[config.mk]
export PLATFORM = sky130hd
export DESIGN_NAME = game_input_ctrl
export DESIGN_NICKNAME = d
export VERILOG_FILES = /design/src/rtl/game_pkg.sv /design/src/rtl/btn_debounce.sv /design/src/rtl/game_input_ctrl.sv
export SDC_FILE = /design/constraint.sdc
export NUM_CORES = 1
export LEC_CHECK = 0
export BUFFER_PORTS_ARGS = -buffer_cell sky130_fd_sc_hd__buf_4
export CAP_MARGIN = 20
export CORE_ASPECT_RATIO = 2
export CORE_MARGIN = 2
export CORE_UTILIZATION = 42
export DETAILED_ROUTE_END_ITERATION = 12
export PLACE_DENSITY = 0.59
export SLEW_MARGIN = 10
export SYNTH_ARGS = -nofsm -noshare
export SYNTH_HDL_FRONTEND = slang
export SYNTH_SLANG_ARGS = --single-unit
[constraint.sdc]
create_clock -name board_clk -period 5.02 [get_ports board_clk]
set_clock_uncertainty 0.05 [all_clocks]
set_input_delay 0.753 -clock board_clk [delete_from_list [all_inputs] [get_ports board_clk]]
set_output_delay 0.753 -clock board_clk [all_outputs]
set_load 0.02 [all_outputs]
[src/rtl/game_pkg.sv]
// Shared types and defaults for the game input controller: debouncer state
// encoding, default debounce length and the debounce counter sizing helper.
package game_pkg;

  typedef enum logic [1:0] {
    S_LO      = 2'd0,
    S_WAIT_HI = 2'd1,
    S_HI      = 2'd2,
    S_WAIT_LO = 2'd3
  } deb_state_e;

  // 10 ms of stability at a 50 MHz board clock
  localparam int DEB_CYCLES_DEFAULT = 500000;

  function automatic int deb_cnt_width(input int cycles);
    return (cycles > 2) ? $clog2(cycles) : 1;
  endfunction

endpackage

[src/rtl/btn_debounce.sv]
// One button: 2-flop synchronizer followed by a 4-state debounce FSM whose
// registered output is the accepted (stable) button level.
module btn_debounce import game_pkg::*; #(
  parameter int DEB_CYCLES = DEB_CYCLES_DEFAULT
) (
  input  logic board_clk,
  input  logic reset,
  input  logic btn_i,
  output logic db_o
);

  localparam int CW = deb_cnt_width(DEB_CYCLES);
  // The switch happens on the edge where the count would reach DEB_CYCLES-1,
  // so the level is accepted after exactly DEB_CYCLES matching samples.
  localparam logic [CW-1:0] CNT_LAST = CW'(DEB_CYCLES - 2);

  logic [1:0]      sync_q;
  deb_state_e      state_q;
  logic [CW-1:0]   cnt_q;
  logic            db_q;
  logic            sample;

  assign sample = sync_q[1];
  assign db_o   = db_q;

  always_ff @(posedge board_clk or posedge reset) begin
    if (reset) begin
      sync_q  <= '0;
      state_q <= S_LO;
      cnt_q   <= '0;
      db_q    <= 1'b0;
    end else begin
      sync_q <= {sync_q[0], btn_i};
      case (state_q)
        S_LO: begin
          if (sample) begin
            state_q <= S_WAIT_HI;
            cnt_q   <= '0;
          end
        end
        S_WAIT_HI: begin
          if (!sample) begin
            state_q <= S_LO;
          end else if (cnt_q == CNT_LAST) begin
            state_q <= S_HI;
            db_q    <= 1'b1;
          end else begin
            cnt_q <= cnt_q + 1'b1;
          end
        end
        S_HI: begin
          if (!sample) begin
            state_q <= S_WAIT_LO;
            cnt_q   <= '0;
          end
        end
        S_WAIT_LO: begin
          if (sample) begin
            state_q <= S_HI;
          end else if (cnt_q == CNT_LAST) begin
            state_q <= S_LO;
            db_q    <= 1'b0;
          end else begin
            cnt_q <= cnt_q + 1'b1;
          end
        end
        default: begin
          state_q <= S_LO;
          cnt_q   <= '0;
          db_q    <= 1'b0;
        end
      endcase
    end
  end

endmodule

[src/rtl/game_input_ctrl.sv]
// Game input front end: debounces left/right/fire buttons, derives exclusive
// move levels and turns fire presses into tick-aligned, gated shot strobes.
module game_input_ctrl import game_pkg::*; #(
  parameter int DEB_CYCLES = DEB_CYCLES_DEFAULT,
  parameter int CNT_W      = 8
) (
  input  logic             board_clk,
  input  logic             reset,
  input  logic             btn_l,
  input  logic             btn_r,
  input  logic             btn_u,
  input  logic             tick_en,
  input  logic             shot_busy,
  output logic             move_left,
  output logic             move_right,
  output logic             fire_pulse,
  output logic [CNT_W-1:0] shot_count,
  output logic [2:0]       btn_db
);

  logic [2:0]       db;
  logic             move_left_q, move_right_q, fire_q, pending_q, db_u_prev_q;
  logic [CNT_W-1:0] count_q;
  logic             fire_rise, shot_req, fire_ok, fire_d, pending_d;
  logic [CNT_W-1:0] count_d;

  btn_debounce #(.DEB_CYCLES(DEB_CYCLES)) u_deb_l (
    .board_clk(board_clk), .reset(reset), .btn_i(btn_l), .db_o(db[0])
  );
  btn_debounce #(.DEB_CYCLES(DEB_CYCLES)) u_deb_r (
    .board_clk(board_clk), .reset(reset), .btn_i(btn_r), .db_o(db[1])
  );
  btn_debounce #(.DEB_CYCLES(DEB_CYCLES)) u_deb_u (
    .board_clk(board_clk), .reset(reset), .btn_i(btn_u), .db_o(db[2])
  );

  // Any pressed direction button blocks a shot, including the case where
  // left and right cancel each other out and both move levels are low.
  always_comb begin
    fire_rise = db[2] & ~db_u_prev_q;
    shot_req  = pending_q | fire_rise;
    fire_ok   = ~shot_busy & ~move_left_q & ~move_right_q & ~db[0] & ~db[1];
    fire_d    = tick_en & shot_req & fire_ok;
    pending_d = tick_en ? 1'b0 : shot_req;
    count_d   = (fire_d && (count_q != '1)) ? count_q + 1'b1 : count_q;
  end

  always_ff @(posedge board_clk or posedge reset) begin
    if (reset) begin
      move_left_q  <= 1'b0;
      move_right_q <= 1'b0;
      fire_q       <= 1'b0;
      pending_q    <= 1'b0;
      db_u_prev_q  <= 1'b0;
      count_q      <= '0;
    end else begin
      move_left_q  <= db[0] & ~db[1];
      move_right_q <= db[1] & ~db[0];
      fire_q       <= fire_d;
      pending_q    <= pending_d;
      db_u_prev_q  <= db[2];
      count_q      <= count_d;
    end
  end

  assign move_left  = move_left_q;
  assign move_right = move_right_q;
  assign fire_pulse = fire_q;
  assign shot_count = count_q;
  assign btn_db     = db;

endmodule

==> impl_metrics.sql, run 1 <==
INSERT INTO impl_metrics (metric_group, metric, value, unit) VALUES
('outcome', 'run_status', 'completed', ''),
('worst_setup_path', 'worst_reg2reg_path_startpoint', 'u_deb_r.cnt_q[6]$_DFFE_PP0P_', ''),
('global_route', 'grt_overflow_total', '0', ''),
('logic_synthesis', 'synthFlopType', 'sky130_fd_sc_hd__dfrtp_1', ''),
('worst_setup_path', 'path_class', 'flop to flop', ''),
('logic_synthesis', 'post_synth_instance_area', '4260', 'µm²'),
('placed_design', 'post-place-ws', '2.50', 'ns'),
('worst_setup_path', 'crit_slowest_cell', 'sky130_fd_sc_hd__or4b_2', ''),
('worst_setup_path', 'critical_path.max_fanout', '12', ''),
('global_route', 'grt_start_max_net_pins', '55', ''),
('routing', 'firstDrtPassIters', '4', ''),
('clock_network', 'cts.htree.levels', '3', ''),
('clock_network', 'holdBufCountCts', '0', ''),
('sta', 'final_hold_viol_count', '0', ''),
('worst_setup_path', 'timing.rr.end', 'u_deb_r.cnt_q[6]$_DFFE_PP0P_', ''),
('sta', 'transition_at_the_pin_with_the_smallest_max_transition_slack', '1.06', 'ns'),
('routing', 'dr_total_vias', '3333', ''),
('placed_design', 'place.gp.congestion', '0.790', ''),
('logic_synthesis', 'synth_nets', '454', ''),
('clock_network', 'count_of_instances_resized_after_the_clock_tree_is_built', '0', ''),
('logic_synthesis', 'synth_cells', '440', ''),
('worst_setup_path', 'worstSetupStartpoint', 'u_deb_r.cnt_q[6]$_DFFE_PP0P_', ''),
('worst_setup_path', 'timing.critical_path.max_delay_family', 'simple AND/OR/NAND/NOR gates', ''),
('worst_setup_path', 'cp-end-kind', 'flop', ''),
('routing', 'drtIter0Drc', '157', ''),
('logic_synthesis', 'number_of_warnings_reported_in_the_yosys_synthesis_log', '0', ''),
('final_layout', 'num-nets-final', '477', ''),
('sta', 'setup-tns-final', '0', 'ns'),
('worst_setup_path', 'r2r.worst_path.cells', '6', ''),
('placed_design', 'placed_cell_area', '4530', 'µm²'),
('final_layout', 'layout.cell_area.non_filler', '4840', 'µm²'),
('worst_setup_path', 'critical-path-max-stage-delay', '0.69', 'ns'),
('worst_hold_path', 'worst_hold_path.endpoint', 'u_deb_u.sync_q[1]$_DFF_PP0_', ''),
('routing', 'routed_wire_length_per_instance', '14.8', 'µm'),
('routing', 'drt-total-wl', '8900', 'µm'),
('global_route', 'grt_pass1_vias', '3348', ''),
('global_route', 'globalRouteMet3Util', '3.45', '%'),
('routing', 'final_antenna_net_count', '0', ''),
('sta', 'worst_slew_margin_rel', '29.0', '%'),
('logic_synthesis', 'synth.distinct_cells', '52', ''),
('floorplan', 'die_w', '75.2', 'µm'),
('clock_network', 'clkLatencyLatePin', '0.35', 'ns'),
('sta', 'layout_min_cycle_time', '2.51', 'ns'),
('global_route', 'grt_pass1_wl', '15500', 'µm'),
('final_layout', 'finish.cell_count_without_fillers', '603', ''),
('global_route', 'use_met1', '19.8', '%'),
('final_layout', 'number_of_antenna_cells_inserted', '0', ''),
('placed_design', 'numPlacedInstances', '587', ''),
('clock_network', 'clock_pin_slew_reported_for_the_worst_setup_and_hold_paths_after_clock_tree_synthesis', '0.07', 'ns'),
('worst_setup_path', 'cp.buffers_inverters', '1', ''),
('final_layout', 'ff_latch_area', '2130', 'µm²'),
('clock_network', 'max-clock-path-buffers', '2', ''),
('clock_network', 'postCtsSetupRepairBufs', '0', ''),
('pwr', 'powerDensity', '315', 'nW/µm²'),
('floorplan', 'io_pins', '21', ''),
('final_layout', 'multi_input_gate_area', '2000', 'µm²'),
('worst_setup_path', 'timing.critical_path.required', '5.18', 'ns'),
('sta', 'rsz0062_at_grt', 'no', ''),
('global_route', 'antenna_found_initial', '0', ''),
('logic_synthesis', 'post_synthesis_register_bit_count', '85', ''),
('worst_hold_path', 'hold-path-cell-count', '0', ''),
('worst_setup_path', 'timing.critical_path.arrival', '2.67', 'ns'),
('pwr', 'ir_worst_vdd', '210', 'µV'),
('global_route', 'grt.met2_usage', '31.9', '%'),
('floorplan', 'coreArea', '10000', 'µm²'),
('sta', 'finalWorstSetupSlack', '2.51', 'ns'),
('worst_setup_path', 'crit_path_cell_trace', 'or4b_2, nor4_1, a21o_1, inv_1, nand2_1, o31ai_1', ''),
('logic_synthesis', 'async_reset_ff_share', '100', '%'),
('sta', 'report.final.slew_viol_count', '0', ''),
('global_route', 'grt_most_used_layer', 'met2', ''),
('worst_setup_path', 'setup.reg_to_reg.worst_slack', '2.51', 'ns');
==> power by group <==
part           internal, W  switching [W]  total [W]
clock network     0.000398       0.000298   0.000695
logic            0.0000325      0.0000514  0.0000839
registers         0.000708      0.0000373   0.000745
==> worst max path at each step <==
stage	to	slack, ns	cells past startpoint
4_1_cts	u_deb_r.cnt_q[0]$_DFFE_PP0P_	2.48	6
3_5_place_dp	u_deb_r.cnt_q[0]$_DFFE_PP0P_	2.50	6
6_report	u_deb_r.cnt_q[6]$_DFFE_PP0P_	2.51	6
3_3_place_gp	shot_count[1]$_DFFE_PP0P_	2.53	5
2_1_floorplan	async pin	2.02	1
5_1_grt	u_deb_r.cnt_q[11]$_DFFE_PP0P_	2.22	6
==> metrics by stage <==
step                      power, W  hold WS [ns]  util, %
final                      0.00152         0.305     48.3
after global routing       0.00159         0.311     48.3
after CTS                  0.00155         0.303     48.3
after detailed placement  0.000844         0.285     45.2
after global placement    0.000841         0.284     45.2
after floorplan           0.000813         0.281        -
==> cell usage after synthesis, types with 2 or more instances <==
master                     instances  area share, %
sky130_fd_sc_hd__or4_1             3           0.53
sky130_fd_sc_hd__mux2i_1           5            1.2
sky130_fd_sc_hd__dfrtp_1          85             50
sky130_fd_sc_hd__a21o_1            2           0.35
sky130_fd_sc_hd__o21a_1            2           0.35
sky130_fd_sc_hd__o21ai_0          28            3.3
sky130_fd_sc_hd__mux2_2            4            1.1
sky130_fd_sc_hd__inv_1            15            1.3
sky130_fd_sc_hd__and2_1            7            1.0
sky130_fd_sc_hd__and4_1            4           0.82
sky130_fd_sc_hd__or4_2             2           0.41
sky130_fd_sc_hd__clkbuf_1          4           0.35
sky130_fd_sc_hd__nand2_1          50            4.4
sky130_fd_sc_hd__o31ai_1          12            2.1
sky130_fd_sc_hd__nor4b_1           2           0.41
sky130_fd_sc_hd__nand4b_1          3           0.62
sky130_fd_sc_hd__nand2b_1          3           0.44
sky130_fd_sc_hd__o41ai_1           4           0.82
sky130_fd_sc_hd__xor2_1           20            4.1
sky130_fd_sc_hd__xnor2_1          11            2.3
sky130_fd_sc_hd__nand3_1          38            4.5
sky130_fd_sc_hd__nor2_1           43            3.8
sky130_fd_sc_hd__a21oi_1           9            1.1
sky130_fd_sc_hd__buf_6             2           0.53
sky130_fd_sc_hd__and3_1            9            1.3
sky130_fd_sc_hd__buf_2             2           0.24
sky130_fd_sc_hd__nor3_1            8           0.94
sky130_fd_sc_hd__nand4_1          14            2.1
sky130_fd_sc_hd__ha_1              7            2.1
sky130_fd_sc_hd__nor2b_1           3           0.44
sky130_fd_sc_hd__buf_4             3           0.53
sky130_fd_sc_hd__a211o_1           2           0.41
sky130_fd_sc_hd__a31oi_1           6           0.88
sky130_fd_sc_hd__nor4_1           10            1.5
==> layout make-up <==
class / instances / area share [%]
sequential: 85 / 44.0
multi-input combinational: 328 / 41.3
clock buffer: 9 / 4.65
timing repair buffer: 23 / 3.57
tap: 135 / 3.49
clock inverter: 7 / 1.76
inverter: 16 / 1.27
==> worst reg2reg max path, stage by stage, from the launching register on <==
cell                      delay [ns]
sky130_fd_sc_hd__dfrtp_1        0.44
sky130_fd_sc_hd__or4b_2         0.69
sky130_fd_sc_hd__nor4_1         0.31
sky130_fd_sc_hd__a21o_1         0.37
sky130_fd_sc_hd__inv_1          0.10
sky130_fd_sc_hd__nand2_1        0.28
sky130_fd_sc_hd__o31ai_1        0.14
==> state kept, by name (all words and copies together), names as in the netlist, 2 cells and up, named ones only <==
name            flops
shot_count          8
u_deb_u.sync_q      2
u_deb_l.sync_q      2
u_deb_r.sync_q      2
u_deb_r.cnt_q      19
u_deb_l.cnt_q      19
u_deb_u.cnt_q      19
==> logic make-up after synthesis <==
| logic type | count (synthesis) | share of synthesized area, % |
|---|---|---|
| DFF | 85 | 50.0 |
| muxes | 9 | 2.23 |
| and+or+nand+nor | 207 | 24.9 |
| AOI/OAI and AO/OA | 74 | 11.3 |
| buffers and inverters | 27 | 3.06 |
| xor gates and xnor gates | 31 | 6.38 |
| adders and majority gates | 7 | 2.06 |
==> metal layers <==
layer,up-vias,part of all wire [%]
met5,-,0
met4,0,2.6
met3,20,2.2
met2,42,57
met1,1629,39
li1,1642,-
Power figures use the tool's default switching activity.
==> inputs of run 2 (changes only) <==
PLACE_DENSITY = 0.61   (was 0.59)
clock period = 2.3 ns   (was 5.02 ns; I/O delays follow)
==> run 2 against run 1 <==
Combinational power rose to 2.7 times the previous value. Largest power group unchanged. Sequential share of layout area down 2.0 points. Non-clock buffer count up 28.
==> impl_metrics.sql, run 2 (synthesis results as in run 1) <==
INSERT INTO impl_metrics (metric_group, metric, value, unit) VALUES
('outcome', 'run_status', 'completed', ''),
('final_layout', 'number_of_antenna_cells_inserted', '0', ''),
('flow_run', 'drv_cap', '0', ''),
('global_route', 'grtUsageTotal', '20.0', '%'),
('worst_setup_path', 'timing.critical_path.required', '2.48', 'ns'),
('worst_setup_path', 'timing.critical_path.max_delay_family', 'simple AND/OR/NAND/NOR gates', ''),
('pwr', 'power_switching', '0.000861', 'W'),
('global_route', 'grt_pass1_wl', '16900', 'µm'),
('routing', 'final_antenna_net_count', '0', ''),
('final_layout', 'final_cell_mix', 'sky130_fd_sc_hd__dfrtp_1, sky130_fd_sc_hd__buf_4, sky130_fd_sc_hd__nand2_1', ''),
('sta', 'final_setup_fails', '0', ''),
('floorplan', 'initial_utilization', '42.5', '%'),
('clock_network', 'postCtsSetupRepairBufs', '0', ''),
('global_route', 'grt_overflow_total', '0', ''),
('routing', 'wirelength_met1', '3740', 'µm'),
('worst_setup_path', 'crit_path_cell_trace', 'or4_1, or4b_4, nor2_1, mux2_2', ''),
('pwr', 'seq_power_share', '49.6', '%'),
('final_layout', 'ff_latch_area', '2130', 'µm²'),
('final_layout', 'flow.area_growth_from_synthesis', '19.1', '%'),
('routing', 'total_met2_wirelength_after_detailed_routing', '5730', 'µm'),
('worst_setup_path', 'crit_slowest_cell', 'sky130_fd_sc_hd__or4b_4', ''),
('pwr', 'portion_of_total_power_attributed_to_the_clock_network', '43.3', '%'),
('final_layout', 'reg.largest.list', 'u_deb_l.cnt_q x19, u_deb_r.cnt_q x19, u_deb_u.cnt_q x19', ''),
('floorplan', 'coreArea', '10000', 'µm²'),
('worst_setup_path', 'cp.buffers_inverters', '0', ''),
('routing', 'maxUsedRoutingLayer', 'met4', ''),
('worst_setup_path', 'cp-end-kind', 'flop', ''),
('final_layout', 'mostFrequentLayoutCell', 'sky130_fd_sc_hd__dfrtp_1', ''),
('worst_setup_path', 'critical-path-max-stage-delay', '0.58', 'ns'),
('sta', 'layout_min_cycle_time', '2.17', 'ns'),
('pwr', 'ir_worst_vdd', '340', 'µV'),
('final_layout', 'drive_above_1_share', '17.5', '%'),
('pwr', 'powerDensity', '643', 'nW/µm²'),
('worst_setup_path', 'path_class', 'flop to flop', ''),
('floorplan', 'die-area', '11000', 'µm²'),
('pwr', 'comb_power_share', '7.0', '%'),
('sta', 'timing.fmax', '0.461', 'GHz'),
('worst_setup_path', 'critical_path.max_fanout', '4', ''),
('placed_design', 'place.port_buffers', '20', ''),
('clock_network', 'cts_root_buf', 'sky130_fd_sc_hd__clkbuf_16', ''),
('routing', 'drc', '0', ''),
('sta', 'min_period_over_period', '94.3', '%'),
('floorplan', 'fp.dieH', '146', 'µm'),
('worst_setup_path', 'timing.critical_path.from_type', 'flop', ''),
('clock_network', 'cts_made_buffers', '9', ''),
('sta', 'worst_slew_margin_rel', '49.6', '%'),
('final_layout', 'fillCellCount', '969', ''),
('placed_design', 'numPlacedInstances', '615', ''),
('pwr', 'power.internal', '0.00240', 'W'),
('routing', 'firstDrtPassIters', '4', ''),
('global_route', 'grt_start_max_net_pins', '66', ''),
('sta', 'report.final.slew_viol_count', '0', ''),
('sta', 'fin_hold_ws', '0.0438', 'ns'),
('floorplan', 'die_w', '75.2', 'µm'),
('final_layout', 'num-nets-final', '506', ''),
('sta', 'final_hold_viol_count', '0', ''),
('pwr', 'netSwitchingFraction', '26.4', '%'),
('routing', 'routed_wire_length_per_instance', '16.0', 'µm'),
('final_layout', 'finish.cell_count_without_fillers', '632', ''),
('clock_network', 'clock_sinks', '85', ''),
('clock_network', 'cts.htree.levels', '3', ''),
('global_route', 'antenna_found_initial', '0', ''),
('pwr', 'power.leakage', '2.28', 'nW'),
('routing', 'met3_wirelength', '277', 'µm'),
('floorplan', 'io_pins', '21', ''),
('routing', 'drtIter0Drc', '190', ''),
('routing', 'dr_total_vias', '3543', ''),
('placed_design', 'place.gp.congestion', '0.883', ''),
('floorplan', 'row_count', '52', ''),
('worst_setup_path', 'r2r.worst_path.cells', '4', ''),
('routing', 'per_cell_via_count_in_the_routed_design', '5.61', ''),
('worst_setup_path', 'timing.critical_path.arrival', '2.35', 'ns'),
('clock_network', 'max-clock-path-buffers', '2', ''),
('clock_network', 'clock_pin_slew_reported_for_the_worst_setup_and_hold_paths_after_clock_tree_synthesis', '0.07', 'ns'),
('placed_design', 'post-dp-hpwl', '7260', 'µm'),
('routing', 'drt-total-wl', '10100', 'µm'),
('sta', 'finalWorstSetupSlack', '0.132', 'ns'),
('worst_hold_path', 'holdCritPathClass', 'input port to async pin', ''),
('clock_network', 'clkLatencyLatePin', '0.34', 'ns'),
('worst_setup_path', 'critical_path_cell_count', '4', ''),
('sta', 'setup-tns-final', '0', 'ns'),
('final_layout', 'multi_input_gate_area', '2020', 'µm²'),
('placed_design', 'post-place-ws', '0.103', 'ns'),
('global_route', 'grt_pass1_vias', '3701', ''),
('sta', 'rsz0062_at_grt', 'no', ''),
('sta', 'transition_at_the_pin_with_the_smallest_max_transition_slack', '0.753', 'ns'),
('clock_network', 'tritoncts', 'yes', '');
-- run 2: power by group through the flow --
stage          Sequential, W  Combinational (W)  Clock, W
2_1_floorplan        0.00163           0.000144         0
3_3_place_gp         0.00164           0.000224         0
3_5_place_dp         0.00164           0.000231         0
4_1_cts              0.00161           0.000232   0.00146
5_1_grt              0.00162           0.000264   0.00151
6_report             0.00162           0.000229   0.00141
-- run 2: timing repair --
item / 4_1_cts / 5_1_grt
setup endpoints to repair: 0 / 16
gates resized for setup: 0 / 3
hold buffers: 0 / 0
-- run 2: path summary, 6_finish.rpt --
kind                                           endpoint                     startpoint  slack (ns)
hold reg to reg             u_deb_l.sync_q[1]$_DFF_PP0_    u_deb_l.sync_q[0]$_DFF_PP0_        0.30
setup reg to reg                                   flop  u_deb_u.cnt_q[14]$_DFFE_PP0P_        0.13
setup / recovery                                   flop  u_deb_u.cnt_q[14]$_DFFE_PP0P_        0.13
hold / removal             u_deb_u.cnt_q[4]$_DFFE_PP0P_                          reset        0.04
max in group asynchronous  u_deb_l.cnt_q[9]$_DFFE_PP0P_                          reset        1.85
min in group board_clk      u_deb_u.sync_q[0]$_DFF_PP0_                          btn_u        0.05
-- run 2: stage by stage --
step | instance area [µm²] | utilization, % | total power (W)
after floorplan | 4260 | - | 0.00178
after global routing | 5070 | 50.6 | 0.00340
after detailed placement | 4750 | 47.4 | 0.00187
after CTS | 5040 | 50.3 | 0.00330
after global placement | 4750 | 47.4 | 0.00186
final | 5070 | 50.6 | 0.00326
-- run 2: cell type report --
class,count,share of cell area [%]
Clock buffer,9,4.44
Clock inverter,7,1.23
Inverter,16,1.26
Multi-Input combinational cell,329,40.0
Sequential cell,85,42.0
Tap cell,135,3.33
Timing Repair Buffer,51,7.80
-- run 2: per-layer routing --
layer / vias up / global-route usage [%]
met2: 78 / 35.9
li1: 1687 / -
met5: - / 0
met4: 0 / 10.9
met1: 1755 / 20.4
met3: 23 / 4.07
-- run 2: worst reg2reg max path, cell delays in order (launching register included) --
cell,delay (ns)
sky130_fd_sc_hd__dfrtp_1,0.37
sky130_fd_sc_hd__or4_1,0.52
sky130_fd_sc_hd__or4b_4,0.58
sky130_fd_sc_hd__nor2_1,0.19
sky130_fd_sc_hd__mux2_2,0.35
